### config.mk
export PLATFORM = sky130hd
export DESIGN_NAME = debounce_bank
export DESIGN_NICKNAME = d
export VERILOG_FILES = /design/src/rtl/debounce_pkg.sv /design/src/rtl/debounce_chan.sv /design/src/rtl/debounce_bank.sv
export SDC_FILE = /design/constraint.sdc
export NUM_CORES = 1
export LEC_CHECK = 0
export CAP_MARGIN = 20
export CORE_MARGIN = 2
export CORE_UTILIZATION = 53
export CTS_CLUSTER_SIZE = 14
export DETAILED_ROUTE_END_ITERATION = 8
export MAX_ROUTING_LAYER = met4
export PLACE_DENSITY = 0.81
export REMOVE_ABC_BUFFERS = 1
export SLEW_MARGIN = 20
export SYNTH_ARGS = -nofsm -noshare
export SYNTH_HDL_FRONTEND = slang
export SYNTH_HIERARCHICAL = 1
export SYNTH_SLANG_ARGS = --single-unit
### constraint.sdc
create_clock -name clk_i -period 6.3 [get_ports clk_i]
set_input_delay 0.63 -clock clk_i [delete_from_list [all_inputs] [get_ports clk_i]]
set_output_delay 0.63 -clock clk_i [all_outputs]
set_load 0.02 [all_outputs]
### src/rtl/debounce_pkg.sv
// Shared types and sizing helpers for the debounce bank.
// The optional auto-repeat feature is enabled by defining DEBOUNCE_REPEAT_EN.
package debounce_pkg;

    typedef enum logic [1:0] {
        EVT_RELEASE = 2'd0,
        EVT_PRESS   = 2'd1,
        EVT_REPEAT  = 2'd2
    } evt_type_e;

    // Channel-id width, never narrower than one bit.
    function automatic int ch_w(input int n);
        return (n > 1) ? $clog2(n) : 1;
    endfunction

    // Hold counter must reach max(HOLD_CYC, REPEAT_CYC) - 1.
    function automatic int hold_w(input int hold_cyc, input int repeat_cyc);
        int m;
        m = (hold_cyc > repeat_cyc) ? hold_cyc : repeat_cyc;
        return (m > 1) ? $clog2(m + 1) : 1;
    endfunction

endpackage

### src/rtl/debounce_chan.sv
// One debounce channel: synchroniser, saturating integrator, edge pulses and,
// when DEBOUNCE_REPEAT_EN is defined, a hold counter producing auto-repeat pulses.
module debounce_chan
    import debounce_pkg::*;
#(
    parameter int CNT_W       = 10,
    parameter int SYNC_STAGES = 2,
    parameter int HOLD_CYC    = 50000,
    parameter int REPEAT_CYC  = 10000
) (
    input  logic clk_i,
    input  logic reset_i,
    input  logic press_i,
    output logic state_o,
    output logic rise_o,
    output logic fall_o,
    output logic rpt_o
);

    localparam logic [CNT_W-1:0] CNT_MAX = '1;

    logic [SYNC_STAGES-1:0] r_sync;
    logic [CNT_W-1:0]       r_cnt;
    logic                   r_state;
    logic                   r_rise;
    logic                   r_fall;
    logic                   w_s;
    logic                   w_set;
    logic                   w_clr;

    assign w_s   = r_sync[SYNC_STAGES-1];
    assign w_set = w_s & (r_cnt == CNT_MAX) & ~r_state;
    assign w_clr = ~w_s & (r_cnt == '0) & r_state;

    always_ff @(posedge clk_i or posedge reset_i) begin
        if (reset_i) begin
            r_sync <= '0;
        end else begin
            r_sync[0] <= press_i;
            for (int i = 1; i < SYNC_STAGES; i++) begin
                r_sync[i] <= r_sync[i-1];
            end
        end
    end

    // The level only moves once the integrator is pinned at a rail.
    always_ff @(posedge clk_i or posedge reset_i) begin
        if (reset_i) begin
            r_cnt   <= '0;
            r_state <= 1'b0;
            r_rise  <= 1'b0;
            r_fall  <= 1'b0;
        end else begin
            r_rise <= w_set;
            r_fall <= w_clr;
            if (w_s) begin
                if (r_cnt == CNT_MAX) r_state <= 1'b1;
                else                  r_cnt   <= r_cnt + 1'b1;
            end else begin
                if (r_cnt == '0) r_state <= 1'b0;
                else             r_cnt   <= r_cnt - 1'b1;
            end
        end
    end

    assign state_o = r_state;
    assign rise_o  = r_rise;
    assign fall_o  = r_fall;

`ifdef DEBOUNCE_REPEAT_EN
    localparam int HW = hold_w(HOLD_CYC, REPEAT_CYC);
    localparam logic [HW-1:0] HOLD_LIM   = HW'(HOLD_CYC - 1);
    localparam logic [HW-1:0] REPEAT_LIM = HW'(REPEAT_CYC - 1);

    logic [HW-1:0] r_hold;
    logic          r_past_first;
    logic          r_rpt;
    logic [HW-1:0] w_lim;

    assign w_lim = r_past_first ? REPEAT_LIM : HOLD_LIM;

    // Counter restarts on every rise; a falling channel never emits a repeat.
    always_ff @(posedge clk_i or posedge reset_i) begin
        if (reset_i) begin
            r_hold       <= '0;
            r_past_first <= 1'b0;
            r_rpt        <= 1'b0;
        end else begin
            r_rpt <= 1'b0;
            if (!r_state || w_clr) begin
                r_hold       <= '0;
                r_past_first <= 1'b0;
            end else if (r_hold == w_lim) begin
                r_rpt        <= 1'b1;
                r_hold       <= '0;
                r_past_first <= 1'b1;
            end else begin
                r_hold <= r_hold + 1'b1;
            end
        end
    end

    assign rpt_o = r_rpt;
`else
    assign rpt_o = 1'b0;
`endif

endmodule

### src/rtl/debounce_bank.sv
// N-channel debouncer merging per-channel edges into one valid/ready event stream.
// Define DEBOUNCE_REPEAT_EN to enable auto-repeat pulses and repeat events.
module debounce_bank
    import debounce_pkg::*;
#(
    parameter int NUM_CH      = 16,
    parameter int CNT_W       = 10,
    parameter int SYNC_STAGES = 2,
    parameter int HOLD_CYC    = 50000,
    parameter int REPEAT_CYC  = 10000
) (
    input  logic                      clk_i,
    input  logic                      reset_i,
    input  logic [NUM_CH-1:0]         press_i,
    output logic [NUM_CH-1:0]         state_o,
    output logic [NUM_CH-1:0]         rise_o,
    output logic [NUM_CH-1:0]         fall_o,
    output logic [NUM_CH-1:0]         rpt_o,
    output logic                      evt_v_o,
    input  logic                      evt_ready_i,
    output logic [ch_w(NUM_CH)-1:0]   evt_ch_o,
    output logic                      evt_press_o,
    output logic                      evt_rpt_o,
    output logic                      ovf_o
);

    localparam int CHW = ch_w(NUM_CH);

    logic [NUM_CH-1:0] w_rise;
    logic [NUM_CH-1:0] w_fall;
    logic [NUM_CH-1:0] w_rpt;
    logic [NUM_CH-1:0] w_edge;
    logic [NUM_CH-1:0] w_cand;
    logic [NUM_CH-1:0] w_pick_oh;
    logic [NUM_CH-1:0] w_take;
    evt_type_e         w_new_type [NUM_CH];
    evt_type_e         w_pick_type;
    logic [CHW-1:0]    w_pick;
    logic              w_found;
    logic              w_load;

    logic [NUM_CH-1:0] r_pend;
    evt_type_e         r_ptype [NUM_CH];
    logic              r_evt_v;
    logic [CHW-1:0]    r_evt_ch;
    evt_type_e         r_evt_type;
    logic              r_ovf;

    for (genvar g = 0; g < NUM_CH; g++) begin : g_chan
        debounce_chan #(
            .CNT_W       (CNT_W),
            .SYNC_STAGES (SYNC_STAGES),
            .HOLD_CYC    (HOLD_CYC),
            .REPEAT_CYC  (REPEAT_CYC)
        ) u_chan (
            .clk_i   (clk_i),
            .reset_i (reset_i),
            .press_i (press_i[g]),
            .state_o (state_o[g]),
            .rise_o  (w_rise[g]),
            .fall_o  (w_fall[g]),
            .rpt_o   (w_rpt[g])
        );
    end

    assign rise_o = w_rise;
    assign fall_o = w_fall;
    assign rpt_o  = w_rpt;
    assign w_edge = w_rise | w_fall | w_rpt;

    always_comb begin
        for (int c = 0; c < NUM_CH; c++) begin
            w_new_type[c] = EVT_PRESS;
            if (w_fall[c])     w_new_type[c] = EVT_RELEASE;
            else if (w_rpt[c]) w_new_type[c] = EVT_REPEAT;
        end
    end

    // Lowest index wins; a fresh edge on an idle channel bypasses the pending bit.
    always_comb begin
        w_cand      = r_pend | w_edge;
        w_found     = 1'b0;
        w_pick      = '0;
        w_pick_oh   = '0;
        w_pick_type = EVT_RELEASE;
        for (int c = NUM_CH - 1; c >= 0; c--) begin
            if (w_cand[c]) begin
                w_found     = 1'b1;
                w_pick      = CHW'(c);
                w_pick_oh   = '0;
                w_pick_oh[c] = 1'b1;
                w_pick_type = r_pend[c] ? r_ptype[c] : w_new_type[c];
            end
        end
    end

    // Handshake: an event transfers on a rising edge where evt_v_o & evt_ready_i;
    // while evt_v_o is high and evt_ready_i low, evt_* are held unchanged.
    assign w_load = ~r_evt_v | evt_ready_i;
    assign w_take = (w_load && w_found) ? w_pick_oh : '0;

    always_ff @(posedge clk_i or posedge reset_i) begin
        if (reset_i) begin
            r_pend <= '0;
            r_ovf  <= 1'b0;
            for (int c = 0; c < NUM_CH; c++) begin
                r_ptype[c] <= EVT_RELEASE;
            end
        end else begin
            for (int c = 0; c < NUM_CH; c++) begin
                if (w_take[c]) begin
                    r_pend[c] <= r_pend[c] & w_edge[c];
                    if (w_edge[c]) r_ptype[c] <= w_new_type[c];
                end else if (w_edge[c]) begin
                    r_pend[c]  <= 1'b1;
                    r_ptype[c] <= w_new_type[c];
                end
            end
            if (|(r_pend & w_edge & ~w_take)) r_ovf <= 1'b1;
        end
    end

    always_ff @(posedge clk_i or posedge reset_i) begin
        if (reset_i) begin
            r_evt_v    <= 1'b0;
            r_evt_ch   <= '0;
            r_evt_type <= EVT_RELEASE;
        end else if (w_load) begin
            r_evt_v <= w_found;
            if (w_found) begin
                r_evt_ch   <= w_pick;
                r_evt_type <= w_pick_type;
            end
        end
    end

    assign evt_v_o     = r_evt_v;
    assign evt_ch_o    = r_evt_ch;
    assign evt_press_o = (r_evt_type != EVT_RELEASE);
    assign ovf_o       = r_ovf;
`ifdef DEBOUNCE_REPEAT_EN
    assign evt_rpt_o   = (r_evt_type == EVT_REPEAT);
`else
    assign evt_rpt_o   = 1'b0;
`endif

endmodule

==> results of run 1 <==
==> metal layers <==
layer  vias to the layer above  track usage  wire [um]
li1                       6953            -          -
met1                      7145        0.321      18700
met2                       343        0.403      20600
met3                        83       0.0439       2220
met4                         0       0.0754       1180
met5                         -            -          0
==> critical path, stage by stage (launching register included) <==
cell and delay [ns]:
dfrtp_1 0.45, nor4_1 0.54, nand4_1 0.35, nor4_4 0.47, a21oi_1 0.17, a32oi_1 0.17, nand4_1 0.15, or3_1 0.34
==> power by group <==
group          internal (uW)  leakage, uW  switching (uW)  total, uW
Combinational           1930      0.00460            2230       4150
Clock                   1270     0.000587             800       2070
Sequential              2510      0.00350             594       3100
==> cell type report <==
cell class                      count  area share
Multi-Input combinational cell   1390       0.495
Clock buffer                       46      0.0486
Tap cell                          448      0.0275
Inverter                          100      0.0184
Timing Repair Buffer               77      0.0374
Antenna cell                        1    0.000123
Clock inverter                     15     0.00928
Sequential cell                   296       0.364
==> state kept, by name, summed over array words and instances (netlist names) <==
register / count
r_pend: 16
g_chan.u_chan/state_o: 16
r_evt_type: 2
evt_ch_o: 4
g_chan.u_chan/fall_o: 16
r_ptype: 32
ovf_o: 1
evt_v_o: 1
g_chan.u_chan/r_sync: 32
g_chan.u_chan/r_cnt: 160
g_chan.u_chan/rise_o: 16
==> metrics by stage <==
stage	setup slack [ns]	power (uW)
2_1_floorplan	3.64	6320
3_3_place_gp	3.67	6950
3_5_place_dp	3.62	7180
4_1_cts	3.61	9320
5_1_grt	3.41	10100
6_report	3.55	9330
==> kinds of logic (layout without fill, tap and decap cells) <==
kind of cell	Yosys count	in the layout	synth area share
xor gates and xnor gates	112	112	0.0537
adders and majority gates	153	153	0.110
and+or+nand+nor	563	563	0.186
AOI/OAI and AO/OA	543	543	0.193
other	17	18	0.00349
muxes	2	2	0.00116
DFF	296	296	0.406
buffers and inverters	191	238	0.0465
==> synth_stat cells (all sizes together) (3+ instances only) <==
cell,n
dfrtp,296
a21oi,170
nor2,133
o21ai,129
ha,128
inv,100
nor4,81
a21o,73
nand2,72
nand4,64
xor2,58
xnor2,54
buf,49
clkbuf,42
nand3,35
nor3,34
a31oi,32
nand2b,30
or3,27
a31o,26
a311oi,21
and2,19
a211oi,18
and4,17
conb,17
o211ai,17
fa,16
nor2b,13
nor4b,12
o31ai,11
nand4b,10
maj3,9
a22oi,7
o21a,7
o211a,6
a2111oi,5
and4b,5
a221oi,4
or4,4
nor3b,3
==> path summary, 6_finish.rpt <==
kind	from	to	slack, ns	cells past startpoint
hold / removal	g_chan[9].u_chan/r_sync[0]	g_chan[9].u_chan/r_sync[1]	0.35	0
setup / recovery	g_chan[9].u_chan/fall_o	ovf_o	3.55	7
hold reg to reg	g_chan[9].u_chan/r_sync[0]	g_chan[9].u_chan/r_sync[1]	0.35	0
min in group asynchronous	reset_i	r_ptype[29]	0.60	3
max in group asynchronous	reset_i	r_pend[12]	4.81	4
setup reg to reg	g_chan[9].u_chan/fall_o	ovf_o	3.55	7
==> out/metrics.cfg, run 1 <==
[status]
status = completed

[routing]
avgRoutedWirePerCell_um = 18.0
drc = 0
drt-pass1-iter-count = 5
drt_iter0_drc = 995
num_vias = 14524
drt-vias-per-instance = 6.12
wirelength_um = 42700
ant_nets = 0

[die]
num_rows = 67
initial_core_util = 0.542
io_pins = 91
die_w_um = 190
die_area_sq_mm = 0.0360
core-area_sq_mm = 0.0337
die_y_um = 190

[cts]
tritoncts = built
insertion_delay_ns = 0.52
htree_levels = 2
cts_buffers = 34
clock_path_buffers = 3
post_cts_buffers = 0
cts.repair.resized = 0
ctsHoldBuffers = 0
cts_num_sinks = 296
cts-root-buf = clkbuf_16
path_clk_slew_ns = 0.06

[synthesis]
synth_async_sr_flop_share = 1.00
yosys-top-cells-area = dfrtp_1 (41%), ha_1 (8.8%), a21oi_1 (4.6%), o21ai_0 (3.3%), xor2_1 (2.8%)
synth_cell_types = 76
seq_area_frac_synth = 0.406
syn_area_sq_mm = 0.0183
synth_top_area_share = 0.406
synth_edf_count = 0
yosysTopAreaCell = dfrtp_1
synth_flop_cell = dfrtp_1
ys_seq_elements = 296
yosysWarnings = 6
synthCells = 1877
avgSynthCellArea_sq_um = 9.73

[final_layout]
layout.nets = 2062
layout_common_cells = dfrtp_1 (296), a21oi_1 (168), nor2_1 (133), ha_1 (128), o21ai_0 (121)
fill_cells = 2769
fin_cells = 2373
multi_input_area_sq_mm = 0.0101
final_util = 0.604
fin_area_sq_mm = 0.0204
syn_to_final_growth_pct = 11.5
drive_gt1_frac = 0.0717
final_common_cell = dfrtp_1
ff_latch_area_sq_mm = 0.00741

[sta]
setup_viol = 0
period_needed_ns = 2.75
fmax_mhz = 364
rsz0062_at_grt = no
finalCritPeriodShare = 0.436
finalMaxSlewViolations = 0
finalSetupTns_ns = 0
fin_hold_ws_ns = 0.346
fin_worst_skew_ns = 0.0180
final_hold_viol_count = 0
slew_headroom = 0.286
worst_pin_slew_ns = 1.06

[critical_path]
arrival_ns = 3.14
crit_path_start_kind = flip-flop
end_kind = flip-flop
crit_path_max_fanout = 8
crit_type = flip-flop to flip-flop
critPathRequiredTime_ns = 6.70

[job]
cap_violations = 0

[place]
hpwl_um = 30800
dp_cells = 2311
portBuffers = 73
dpl-instance-area_sq_mm = 0.0192
gp_congestion = 0.990

[grt]
antenna_found_initial = 1
grt_use_total = 0.249
overflow = 0
grt_pass1_vias = 14233
grt_max_degree = 49
grt_pass1_wl_um = 71600

[worst_hold_path]
hold_path_class = flip-flop to flip-flop

[power]
max-vdd-ir-drop_uv = 231
powerDensity_mw_per_mm2 = 458
p_leak_uw = 0.00869

(Power assumes the default switching activity.)
==> inputs of run 2 (changes only) <==
==> constraint.sdc (replaced) <==
create_clock -name clk_i -period 2.8 [get_ports clk_i]
set_input_delay 0.28 -clock clk_i [delete_from_list [all_inputs] [get_ports clk_i]]
set_output_delay 0.28 -clock clk_i [all_outputs]
set_load 0.02 [all_outputs]
==> run 2 against run 1 <==
Total power grew 130%. Via count grew 3.3%. Largest cell class unchanged. Sequential power grew 120%. Hold slack lost 0.16 ns. Die area is the same. Maximum frequency grew 4.1%. Wire length grew 3.7%. Final area grew 2.2%. Global-route usage grew 0.53 points.
==> out/metrics.cfg, run 2 (synthesis results as in run 1) <==
[status]
status = completed  ; unchanged

[sta]
period_needed_ns = 2.64  ; was 2.75 ns
final_hold_viol_count = 0  ; unchanged
fin_worst_skew_ns = 0.0176  ; was 0.0180 ns
worst_pin_slew_ns = 0.813  ; was 1.06 ns
setup_viol = 0  ; unchanged
finalMaxSlewViolations = 0  ; unchanged
slew_headroom = 0.453  ; was 0.286
finalSetupTns_ns = 0  ; unchanged
finalCritPeriodShare = 0.943  ; was 0.436
fmax_mhz = 379  ; was 364 MHz

[cts]
cts_buffers = 35  ; was 34
cts_num_sinks = 296  ; unchanged
tritoncts = built  ; unchanged
cts-root-buf = clkbuf_16  ; unchanged
clock_path_buffers = 3  ; unchanged
htree_levels = 2  ; unchanged
insertion_delay_ns = 0.52  ; about the same
path_clk_slew_ns = 0.06  ; about the same

[power]
max-vdd-ir-drop_uv = 545  ; was 231 uV
powerDensity_mw_per_mm2 = 1020  ; was 458 mW/mm^2
p_leak_uw = 0.00897  ; was 0.00869 uW

[place]
gp_congestion = 1.05  ; was 0.990
portBuffers = 73  ; unchanged
dpl-instance-area_sq_mm = 0.0195  ; was 0.0192 sq mm
dp_cells = 2364  ; was 2311
hpwl_um = 31600  ; was 30800 um

[die]
initial_core_util = 0.542  ; unchanged
core-area_sq_mm = 0.0337  ; unchanged
io_pins = 91  ; unchanged
die_area_sq_mm = 0.0360  ; unchanged
die_w_um = 190  ; unchanged
die_y_um = 190  ; unchanged
num_rows = 67  ; unchanged

[routing]
dr_wl_met2_um = 21200  ; was 20600 um
num_vias = 14997  ; was 14524
drt_iter0_drc = 1177  ; was 995
top_layer = met4  ; unchanged
drc = 0  ; unchanged
drt-pass1-iter-count = 6  ; was 5
route.met3.wl_um = 2270  ; was 2220 um
avgRoutedWirePerCell_um = 18.2  ; was 18.0 um
wirelength_um = 44300  ; was 42700 um
ant_nets = 0  ; unchanged
drt-vias-per-instance = 6.17  ; was 6.12
wl_met1_um = 19300  ; was 18700 um

[grt]
grt_use_total = 0.254  ; was 0.249
grt_pass1_vias = 14701  ; was 14233
grt_max_degree = 57  ; was 49
grt_pass1_wl_um = 73300  ; was 71600 um
overflow = 0  ; unchanged
antenna_found_initial = 1  ; unchanged

[final_layout]
layout_common_cells = dfrtp_1 (296), a21oi_1 (168), nor2_1 (132), ha_1 (128), o21ai_0 (121)  ; was dfrtp_1 (296), a21oi_1 (168), nor2_1 (133), ha_1 (128), o21ai_0 (121)
regMostFlops = g_chan.u_chan/r_cnt  ; unchanged
layout.nets = 2117  ; was 2062
reg_top3 = g_chan.u_chan/r_cnt (160), g_chan.u_chan/r_sync (32), r_ptype (32)  ; unchanged
drive_gt1_frac = 0.0955  ; was 0.0717
largest_reg_flops = 160  ; unchanged
fin_area_sq_mm = 0.0208  ; was 0.0204 sq mm
syn_to_final_growth_pct = 13.9  ; was 11.5%
final_common_cell = dfrtp_1  ; unchanged
fin_cells = 2429  ; was 2373

[critical_path]
arrival_ns = 3.02  ; was 3.14 ns
critPathRequiredTime_ns = 3.18  ; was 6.70 ns
end_kind = flip-flop  ; unchanged
crit_path_start_kind = flip-flop  ; unchanged
crit_path_max_fanout = 8  ; unchanged
crit_type = flip-flop to flip-flop  ; unchanged

[job]
cap_violations = 0  ; unchanged

[worst_hold_path]
hold_path_class = primary input to async pin  ; was flip-flop to flip-flop

run 2: changes by cell type in the layout (fill, tap and decap cells not counted), moves of 3 or more:
cell,change
clkinv_2,-4
nor4_1,+7
buf_4,+53
nor4_2,-7
clkinvlp_4,+5
clkbuf_8,+3
run 2: timing repair:
action / in CTS / in global routing
hold buffers: 0 / 0
setup endpoints to repair: 0 / 2
buffers inserted: 0 / 1
hold endpoints to repair: 0 / 0
resized for setup: 0 / 5
run 2: power breakdown:
| part | switching, uW | total, uW | internal (uW) |
|---|---|---|---|
| registers | 1300 | 6940 | 5640 |
| clock network | 1820 | 4860 | 3040 |
| logic | 5020 | 9370 | 4350 |
| total | 8140 | 21200 | 13000 |
run 2: area by class of cell:
type | instances | area [sq um]
timing repair buffer | 131 | 1180
sequential | 296 | 7410
tap | 448 | 561
clock inverter | 15 | 216
clock buffer | 48 | 1030
multi-input combinational | 1390 | 10000
antenna | 1 | 2.50
inverter | 100 | 375
fill | 2716 | 12900
run 2: path summary, 6_finish.rpt:
check / start / endpoint / slack, ns / cells past startpoint
max reg2reg: g_chan[9].u_chan/fall_o / ovf_o / 0.16 / 7
max in group asynchronous: reset_i / r_pend[12] / 2.12 / 4
min: reset_i / g_chan[5].u_chan/state_o / 0.18 / 3
max: g_chan[9].u_chan/fall_o / ovf_o / 0.16 / 7
min in group clk_i: press_i[7] / g_chan[7].u_chan/r_sync[0] / 0.20 / 1
min reg2reg: g_chan[1].u_chan/r_sync[0] / g_chan[1].u_chan/r_sync[1] / 0.35 / 0
run 2: layer usage:
metal  vias up  global-route usage
li1       7097                   -
met1      7354               0.332
met2       444               0.412
met3       102              0.0328
met4         0              0.0859
met5         -                   -
run 2: worst max-delay path, stage by stage (launching register included):
cell     delay (ns)
dfrtp_1        0.48
nor4_2         0.47
nand4_1        0.30
nor4_4         0.44
a21oi_1        0.15
a32oi_1        0.19
nand4_1        0.14
or3_1          0.33
run 2: metrics by stage:
| stage | hold WS (ns) | total power [uW] | util | worst slack [ns] |
|---|---|---|---|---|
| 2_1_floorplan | 0.181 | 14200 | - | 0.143 |
| 3_3_place_gp | 0.333 | 15600 | 0.579 | 0.224 |
| 3_5_place_dp | 0.335 | 16200 | 0.579 | 0.125 |
| 4_1_cts | 0.171 | 21100 | 0.616 | 0.124 |
| 5_1_grt | 0.191 | 22800 | 0.617 | -0.000785 |
| 6_report | 0.182 | 21200 | 0.617 | 0.161 |
==> inputs of run 3 (changes only) <==
--- a/config.mk
+++ b/config.mk
@@ -5,6 +5,7 @@
 export SDC_FILE = /design/constraint.sdc
 export NUM_CORES = 1
 export LEC_CHECK = 0
+export ABC_CLOCK_PERIOD_IN_PS = 2800
 export CAP_MARGIN = 20
 export CORE_MARGIN = 2
 export CORE_UTILIZATION = 53
==> results of run 3 <==
The final DEF is identical to that of run 2; final timing and power are the same.
